--- src/rtl/vuvxu_banked8_fu_fma_wb.sv ---
// Writeback stage for a fixed-latency FMA: tracks destination tags alongside the
// FMA pipeline and buffers results in a credit-protected FIFO for the consumer.
module vuvxu_banked8_fu_fma_wb #(
  parameter int STAGES = 3,
  parameter int DEPTH  = 4
) (
  input  logic        clk,
  input  logic        reset,
  input  logic        issue_val,
  output logic        issue_rdy,
  input  logic [7:0]  issue_vd,
  input  logic [64:0] fma_out,
  input  logic [4:0]  fma_exc,
  output logic        wb_val,
  input  logic        wb_rdy,
  output logic [7:0]  wb_vd,
  output logic [64:0] wb_data,
  output logic [4:0]  wb_exc,
  output logic [4:0]  exc_sticky,
  input  logic        exc_clr,
  output logic        busy
);

  localparam int PW = (DEPTH > 1) ? $clog2(DEPTH) : 1;
  localparam int CW = $clog2(DEPTH + 1);
  localparam logic [PW-1:0] LAST_PTR = PW'(DEPTH - 1);
  localparam logic [CW-1:0] FULL_CNT = CW'(DEPTH);

  logic              accept;
  logic              push;
  logic              pop;
  logic [STAGES-1:0] tag_val;
  logic [7:0]        tag_vd [STAGES];
  logic [77:0]       mem [DEPTH];
  logic [77:0]       head;
  logic [PW-1:0]     wr_ptr;
  logic [PW-1:0]     rd_ptr;
  logic [CW-1:0]     occ;
  logic [CW-1:0]     cnt;

  function automatic logic [PW-1:0] bump(input logic [PW-1:0] p);
    return (p == LAST_PTR) ? '0 : p + 1'b1;
  endfunction

  assign accept = issue_val & issue_rdy;
  assign push   = tag_val[STAGES-1];
  assign wb_val = (occ != '0);
  assign pop    = wb_val & wb_rdy;

  // Credits cover both in-flight and buffered ops, so a push always finds room.
  assign issue_rdy = (cnt < FULL_CNT);
  assign busy      = (cnt != '0);

  always_ff @(posedge clk or posedge reset) begin
    if (reset) begin
      tag_val <= '0;
    end else begin
      tag_val[0] <= accept;
      for (int i = 1; i < STAGES; i++) begin
        tag_val[i] <= tag_val[i-1];
      end
    end
  end

  always_ff @(posedge clk) begin
    tag_vd[0] <= issue_vd;
    for (int i = 1; i < STAGES; i++) begin
      tag_vd[i] <= tag_vd[i-1];
    end
  end

  always_ff @(posedge clk) begin
    if (push) begin
      mem[wr_ptr] <= {tag_vd[STAGES-1], fma_out, fma_exc};
    end
  end

  always_ff @(posedge clk or posedge reset) begin
    if (reset) begin
      wr_ptr <= '0;
      rd_ptr <= '0;
      occ    <= '0;
    end else begin
      if (push) begin
        wr_ptr <= bump(wr_ptr);
      end
      if (pop) begin
        rd_ptr <= bump(rd_ptr);
      end
      case ({push, pop})
        2'b10:   occ <= occ + 1'b1;
        2'b01:   occ <= occ - 1'b1;
        default: occ <= occ;
      endcase
    end
  end

  always_ff @(posedge clk or posedge reset) begin
    if (reset) begin
      cnt <= '0;
    end else begin
      case ({accept, pop})
        2'b10:   cnt <= cnt + 1'b1;
        2'b01:   cnt <= cnt - 1'b1;
        default: cnt <= cnt;
      endcase
    end
  end

  // A clear coinciding with a push keeps only the newly pushed flags.
  always_ff @(posedge clk or posedge reset) begin
    if (reset) begin
      exc_sticky <= '0;
    end else if (exc_clr) begin
      exc_sticky <= push ? fma_exc : 5'b0;
    end else if (push) begin
      exc_sticky <= exc_sticky | fma_exc;
    end
  end

  assign head    = mem[rd_ptr];
  assign wb_vd   = wb_val ? head[77:70] : 8'b0;
  assign wb_data = wb_val ? head[69:5]  : 65'b0;
  assign wb_exc  = wb_val ? head[4:0]   : 5'b0;

  no_push_when_full: assert property (@(posedge clk) disable iff (reset) !(push && occ == FULL_CNT));

endmodule

--- config.mk ---
export PLATFORM = sky130hd
export DESIGN_NAME = vuvxu_banked8_fu_fma_wb
export DESIGN_NICKNAME = d
export VERILOG_FILES = /design/src/rtl/vuvxu_banked8_fu_fma_wb.sv
export SDC_FILE = /design/constraint.sdc
export NUM_CORES = 1
export LEC_CHECK = 0
export BUFFER_PORTS_ARGS = -buffer_cell sky130_fd_sc_hd__buf_2
export CORE_UTILIZATION = 50
export CTS_CLUSTER_SIZE = 20
export DETAILED_ROUTE_END_ITERATION = 10
export PLACE_DENSITY = 0.69
export SETUP_SLACK_MARGIN = 0.5
export SYNTH_ARGS = -nofsm -noshare
export SYNTH_HDL_FRONTEND = slang
export SYNTH_SLANG_ARGS = --single-unit
--- constraint.sdc ---
create_clock -name clk -period 3.25 [get_ports clk]
set_input_delay 0.325 -clock clk [delete_from_list [all_inputs] [get_ports clk]]
set_output_delay 0.325 -clock clk [all_outputs]
set_load 0.02 [all_outputs]
Word-level counts from Yosys, hierarchy flattened --
Memory sizes are Yosys's and may differ from the RTL's. Index checks and enable logic that the tools add are counted.
Operators by class: reductions and logical operators 5, mux-type cells 12, bitwise gates (word level) 3, equality and inequality tests 6, magnitude comparators 1, add/sub/neg operators 6
Operator list (number):
- 2-to-1 mux 65 bit | 1
- 2-to-1 mux 5 bit | 4
- case mux 3 bit (2 select lines) | 2
- == test 2 bit, second input constant | 4
- 2-to-1 mux 8 bit | 1
- adder 3 x 1 -> 3 bit, second input constant | 2
- nonzero test 2 bit | 3
- nonzero test 3 bit | 2
- subtractor 3 x 1 -> 3 bit, second input constant | 2
- bitwise OR 5 bit | 1
- adder 2 x 1 -> 2 bit, second input constant | 2
- == test 2 x 1 -> 1 bit, second input constant | 2
- 2-to-1 mux 2 bit | 2
- less-than comparator 3 bit, second input constant | 1
- AND 1 bit | 2
- 2-to-1 mux 1 bit | 2
Storage, ports and cells: memories kept 2, register bits after elaboration 18, word-level logic and storage cells 41, bits of input ports 83, RAM bits 336
Memory list:
- mem | words 4, width 78, rd ports 1, clocked after Yosys merged registers in 0, write ports 1, line 34 | logic [77:0] mem [DEPTH];
- tag_vd | words 3, width 8, rd ports 3, clocked after Yosys merged registers in 0, write ports 3, line 33 | logic [7:0] tag_vd [STAGES];

Longest topological paths before layout --
Gate-level depths: netlist of the first run.
word-level depth 4, mapped depth 9

Worst setup path before layout of the first run --
OpenSTA, ideal clock, no wires.
kind flip-flop to flip-flop, start point reg tag_val[2], end point mem mem[0][0], enable pin, setup slack 0.346 ns, buffers on the path 1, setup time 0.445 ns, arrival time 2.459 ns, stages on the path, launching flop included 3, data required time 2.805 ns, cell sequence dfrtp_1 clkbuf_1 and2_1
On the way: longest elaborated chain between the ends 2
RTL lines:
- start: declaration | line 32 | logic [STAGES-1:0] tag_val;
- start signal: indexed assignment | line 60 | tag_val[i] <= tag_val[i-1];
- 2-to-1 mux 1 bit | line 73 | if (push) begin
- 2-to-1 mux 1 bit (implied by the code) | line 74 | mem[wr_ptr] <= {tag_vd[STAGES-1], fma_out, fma_exc};
- end: declaration | line 34
Every way passes these cells.

Worst setup path after layout of the first run --
start point reg occ[0], end point out wb_vd[2]
On the way: longest elaborated chain between the ends 2
RTL lines:
- start: declaration | line 38 | logic [CW-1:0] occ;
- start signal: assignment | line 91 | 2'b10: occ <= occ + 1'b1;
- start signal: assignment | line 92 | 2'b01: occ <= occ - 1'b1;
- nonzero test 3 bit | line 47 | assign wb_val = (occ != '0);
- 2-to-1 mux 8 bit | line 122 | assign wb_vd = wb_val ? head[77:70] : 8'b0;
- end: declaration | line 16 | output logic [7:0] wb_vd,
Every way passes these cells.

==> results of run 1 <==
-- synth_stat cells (3+ instances only) --
| master | number |
|---|---|
| ha_1 | 7 |
| mux4_2 | 78 |
| dfrtp_1 | 18 |
| o21ai_0 | 7 |
| dlygate4sd1_1 | 3 |
| edfxtp_1 | 312 |
| and2_1 | 82 |
| xnor2_1 | 3 |
| xor2_1 | 3 |
| dfxtp_1 | 24 |
| nor2_1 | 3 |
| buf_2 | 13 |
| buf_6 | 9 |
| inv_1 | 17 |
| nand2_1 | 7 |
-- power by group through the flow --
stage | combinational (mW) | sequential [mW] | clock [mW]
6_report | 4.88 | 5.87 | 3.80
3_3_place_gp | 4.70 | 6.03 | 0
5_1_grt | 5.29 | 5.93 | 4.09
3_5_place_dp | 4.76 | 6.09 | 0
4_1_cts | 4.86 | 5.96 | 3.89
2_1_floorplan | 3.54 | 5.85 | 0
-- worst max-delay path, cell delays in order (launching register included) --
cell and delay (ps):
dfrtp_1 410, or3_4 560, buf_4 340, and2_1 220, buf_2 160
-- layer usage --
| layer | GRT usage [%] | share of wire [%] |
|---|---|---|
| met5 | 0 | 0 |
| met4 | 4.63 | 1.7 |
| met3 | 3.74 | 5.4 |
| met2 | 29.7 | 49 |
| met1 | 24.5 | 44 |
-- cell type report --
type	count	area share [%]
clock buffers	45	6.10
repair buffers	192	7.40
diodes	3	0.0479
clock inverters	15	0.879
flip-flops and latches	354	65.8
multi-input cells	200	16.7
inverters	17	0.407
well taps	335	2.68
-- sequential cells by signal, summed over array words and instances (netlist names) --
signal / flops
rd_ptr: 2
mem: 312
occ: 3
tag_val: 3
exc_sticky: 5
tag_vd: 24
cnt: 3
wr_ptr: 2
-- what timing repair did --
item | CTS | global route
hold buffers | 9 | 0
resized for setup | 1 | 0
hold endpoints to repair | 26 | 0
gates cloned | 0 | 0
endpoints found under the setup margin | 78 | 44
buffers inserted | 1 | 2
pin swaps | 0 | 0
-- cell families (layout without fill, tap and decap cells) --
logic type	Yosys count	in the layout	synth area share [%]
AO/OA/AOI/OAI	7	7	0.266
AND/OR/NAND/NOR	96	96	4.38
adder cells (fa/ha/maj)	9	9	0.969
other	0	3	0
XOR/XNOR	6	6	0.399
flip-flops	354	354	78.2
multiplexers	82	82	13.7
buffers and inverters	45	269	2.07
-- path summary, 6_finish.rpt --
kind	end	depth (start not counted)	slack, ps	startpoint
max	wb_vd[2]	4	680	occ[0]
min	mem[0][14]	1	40	fma_out[9]
max reg2reg	occ[2]	8	1030	occ[0]
min reg2reg	tag_vd[0][21]	0	320	tag_vd[0][13]
max in group asynchronous	rd_ptr[1]	3	2260	reset
min in group asynchronous	tag_val[0]	3	480	reset
-- metrics by stage --
step / power, mW / cells / hold slack [ps] / utilization, % / instance area (um2)
global placement: 10.7 / 1086 / 310 / 55.5 / 14400
CTS: 14.7 / 1156 / 18.7 / 60.1 / 15600
detailed placement: 10.9 / 1086 / 312 / 55.5 / 14400
floorplan: 9.38 / 599 / 264 / - / 13200
global route: 15.3 / 1158 / 21.7 / 60.3 / 15700
finish: 14.6 / 1161 / 36.5 / 60.3 / 15700
==> results_dict.tcl, run 1 <==
set metrics [dict create \
    syn-cell-area_mm2 0.0132 \
    place.gp.congestion 0.739 \
    synth_area_leaders "edfxtp_1 (71%), mux4_2 (13%), and2_1 (3.9%)" \
    synthArstFlopShare_pct 5.08 \
    crit_required_ps 2920 \
    power_frac_comb_pct 33.5 \
    die-area_mm2 0.0270 \
    vias 6127 \
    status "complete, no violations" \
    synthCells 599 \
    die_x_um 164 \
    first_pass_iters 4 \
    drc_errors 0 \
    max-slew-margin-rel_pct 54.4 \
    via_per_inst 5.28 \
    ff_latch_area_mm2 0.0103 \
    num_io_pins 169 \
    layout_common_cells "edfxtp_1 (312), buf_2 (168), mux4_2 (78), and2_1 (78), clkbuf_16 (37)" \
    rows 59 \
    cts_sinks 354 \
    yosysWarnings 0 \
    final.setup_skew_ps 13.1 \
    yosysTopAreaCell "edfxtp_1" \
    die_h_um 164 \
    ant_nets 0 \
    ys_ff_latch 354 \
    syn_to_final_growth_pct 18.9 \
    final_common_cell "edfxtp_1" \
    final.fill_count 1916 \
    numPortBuffers 168 \
    initial_core_util_pct 50.7 \
    power.switching_mw 4.53 \
    static-leakage-power_nw 5.53 \
    drtIter0Drc 450 \
    swShare_pct 31.1 \
    worstSetupPathType "register to output pin" \
    gr-usage-all-layers_pct 18.0 \
    min_path_type "primary input to register" \
    grt_max_degree 47 \
    synthesis.nets 691 \
    grt_first_pass_wirelength_mm 36.1 \
    drive_gt1_share_pct 38.8 \
    period_minus_slack_ps 2570 \
    p_clk_share_pct 26.1 \
    cts_htree_levels 2 \
    worst_pin_slew_ps 683 \
    ys.flop_type "edfxtp_1" \
    synth-edff-count 312 \
    finalCritPeriodShare_pct 79.0 \
    wl_mm 23.7 \
    worst_ep_arrival_time_ps 2240 \
    crit_path_start_kind "register" \
    intPower_mw 10.0 \
    dp_slack_ps 723 \
    ys_seq_area_share_pct 78.2 \
    setup_viol 0 \
    rsz0062_at_grt "no" \
    max_freq_ghz 0.390 \
    grt-ovfl-total 0 \
    slew_viol_final 0 \
    synth_cell_types 24 \
    finalHoldViolations 0 \
    synth_top_area_share_pct 71.1 \
    coreArea_mm2 0.0260 \
    grt_pass1_vias 6497 \
    cts-root-buf "clkbuf_16" \
    worst_slack_ps 683 \
    pwr-share-seq_pct 40.3 \
    post_drt_wl_per_cell_um 20.4 \
    cap_violations 0 \
    clk_path_buf_depth 3 \
    finalSetupTns_ps 0 \
    irDropWorstVdd_mv 0.498 \
    clock_latency_ps 500 \
    clkTransAtPathRegs_ps 60 \
    multi_input_area_mm2 0.00261 \
    cts_tree "built" \
    syn_area_per_cell_um2 22.0 \
    power_density_mw_per_mm2 929 \
    numCtsBuffers 36 \
    final_nets 893 \
    hpwlAfterDp_mm 14.0 \
    cp-end-kind "output pin" \
    path_max_fanout 44 \
    antenna_found_initial 2 \
]
Power figures use the tool's default switching activity.
==> run 2, diff against run 1 <==
--- a/config.mk
+++ b/config.mk
@@ -9,7 +9,7 @@
 export CORE_UTILIZATION = 50
 export CTS_CLUSTER_SIZE = 20
 export DETAILED_ROUTE_END_ITERATION = 10
-export PLACE_DENSITY = 0.69
+export PLACE_DENSITY = 0.72
 export SETUP_SLACK_MARGIN = 0.5
 export SYNTH_ARGS = -nofsm -noshare
 export SYNTH_HDL_FRONTEND = slang
==> constraint.sdc (replaced) <==
create_clock -name clk -period 2.1 [get_ports clk]
set_input_delay 0.21 -clock clk [delete_from_list [all_inputs] [get_ports clk]]
set_output_delay 0.21 -clock clk [all_outputs]
set_load 0.02 [all_outputs]
==> run 2 against run 1 <==
  * The flow now finishes with violations (negative setup slack)
  * Critical path depth increased by 1
  * First-iteration DRC count rose by 9.3%
  * Wire length up 21%
  * Hold slack better by 190 ps
  * Highest routed layer is now met5
==> results_dict.tcl, run 2 (same netlist as run 1, synthesis figures left out) <==
set metrics [dict create \
    crit_path_start_kind "register" \
    layout_common_cells "edfxtp_1 (312), buf_2 (101), dlygate4sd3_1 (82)" \
    grt_first_pass_wirelength_mm 41.2 \
    crit_slowest_cell "mux4_2" \
    worstHoldStart "wb_rdy" \
    slew_viol_final 0 \
    period_minus_slack_ps 2340 \
    hpwlAfterDp_mm 14.8 \
    whs_endpoint "cnt[0]" \
    clkTransAtPathRegs_ps 60 \
    worst_ep_arrival_time_ps 2130 \
    worst_slack_ps -243 \
    cpPeakStageDelay_ps 510 \
    power_density_mw_per_mm2 1500 \
    drive_gt1_share_pct 46.2 \
    first_pass_iters 6 \
    die_x_um 164 \
    antenna_found_initial 2 \
    place.gp.congestion 0.697 \
    largestRegisters "mem x312, tag_vd x24, exc_sticky x5" \
    grt_pass1_vias 7356 \
    vias 6857 \
    grt-ovfl-total 0 \
    crit_required_ps 1890 \
    cp-end-kind "output pin" \
    wl_mm 28.6 \
    grt_max_degree 53 \
    rsz0062_at_grt "yes" \
    fin_worst_hold_slack_ps 224 \
    r2r_cells 7 \
    post_drt_wl_per_cell_um 22.4 \
    irDropWorstVdd_mv 1.14 \
    final.setup_skew_ps 15.5 \
    static-leakage-power_nw 6.47 \
    cts_sinks 354 \
    cts_htree_levels 2 \
    numPortBuffers 168 \
    violations "negative setup slack" \
    via_per_inst 5.38 \
    die-area_mm2 0.0270 \
    path_max_fanout 8 \
    finalSetupTns_ps -15290 \
    hold_path_depth 4 \
    finalCritPeriodShare_pct 112 \
    ant_nets 0 \
    drtIter0Drc 492 \
    max-slew-margin-rel_pct 51.8 \
    clk_path_buf_depth 3 \
    num_io_pins 169 \
    rows 59 \
    fin_util_pct 68.2 \
    r2r_start "occ[0]" \
    clock_latency_ps 510 \
    regMostFlops "mem" \
    r2r_slack_ps 0 \
    max_freq_ghz 0.427 \
    largest_reg_flops 312 \
    status "finished, violations left" \
    die_h_um 164 \
    worst_pin_slew_ps 722 \
    min_path_type "primary input to register" \
    critPathLaunch "rd_ptr[0]" \
    finalHoldViolations 0 \
    numCtsBuffers 36 \
    syn_to_final_growth_pct 34.6 \
    setup_viol 78 \
    gr-usage-all-layers_pct 20.9 \
    final_common_cell "edfxtp_1" \
    cts-root-buf "clkbuf_16" \
    cp_cell_sequence "buf_12, clkbuf_16, mux4_2, and2_4, buf_6" \
    cap_violations 0 \
    worstSetupPathType "register to output pin" \
    final_nets 1006 \
    drc_errors 0 \
    r2r-end "occ[1]" \
    dp_slack_ps 136 \
    initial_core_util_pct 50.7 \
    coreArea_mm2 0.0260 \
    cts_tree "built" \
]
## run 2: cell types whose count changed in the layout (fill, tap and decap cells not counted), sizes merged
cell,previous run,this run
clkbuf,45,53
and2,83,86
bufinv,2,3
buf,183,215
clkinvlp,1,0
diode,3,1
dlygate4sd3,9,82
## run 2: power by group
part           leakage (nW)  total [mW]  internal (mW)  switching (mW)
sequential             3.26        9.07           8.70           0.364
clock                 0.540        6.04           3.59            2.45
combinational          2.68        11.4           6.25            5.19
## run 2: cell type report
type / instances / area (um2)
Timing Repair Buffer: 302 / 2950
Tap cell: 335 / 419
Multi-Input combinational cell: 203 / 2880
Antenna cell: 1 / 2.50
Clock buffer: 48 / 967
Sequential cell: 354 / 10300
Inverter: 17 / 63.8
Fill cell: 1640 / 8250
Clock inverter: 15 / 140
## run 2: how the worst max path moves through the flow
stage	cells after the start	end	slack, ps
floorplan	9	occ[2]	230
global placement	8	occ[2]	150
detailed placement	6	cnt[1]	140
CTS	5	wb_data[63]	-280
global route	5	wb_vd[0]	-310
finish	5	wb_vd[3]	-240
## run 2: per-layer routing
layer	share of wire, %	global-route usage (%)
met1	40	27.4
met2	54	36.0
met3	5.2	4.04
met4	1.0	5.01
met5	0.045	0
## run 2: stage by stage
stage | total power, mW | instance area, um2 | cells
global placement | 16.9 | 14600 | 1096
finish | 26.5 | 17700 | 1275
global route | 27.7 | 17700 | 1275
floorplan | 14.6 | 13200 | 599
detailed placement | 17.1 | 14600 | 1096
CTS | 24.3 | 17000 | 1267
## run 2: worst max-delay path, delay by kind of cell (launching register included)
family	cells	cell delay [ps]
buffers and inverters	3	450
DFF	1	480
muxes	1	510
and+or+nand+nor	1	170
## run 2: what timing repair did
| item | CTS | global route |
|---|---|---|
| endpoints found under the hold margin | 312 | 0 |
| pin swaps | 4 | 34 |
| gates cloned | 9 | 5 |
| setup endpoints to repair | 268 | 87 |
| buffers inserted | 17 | 2 |
| resized for setup | 30 | 199 |
| hold buffers | 82 | 0 |
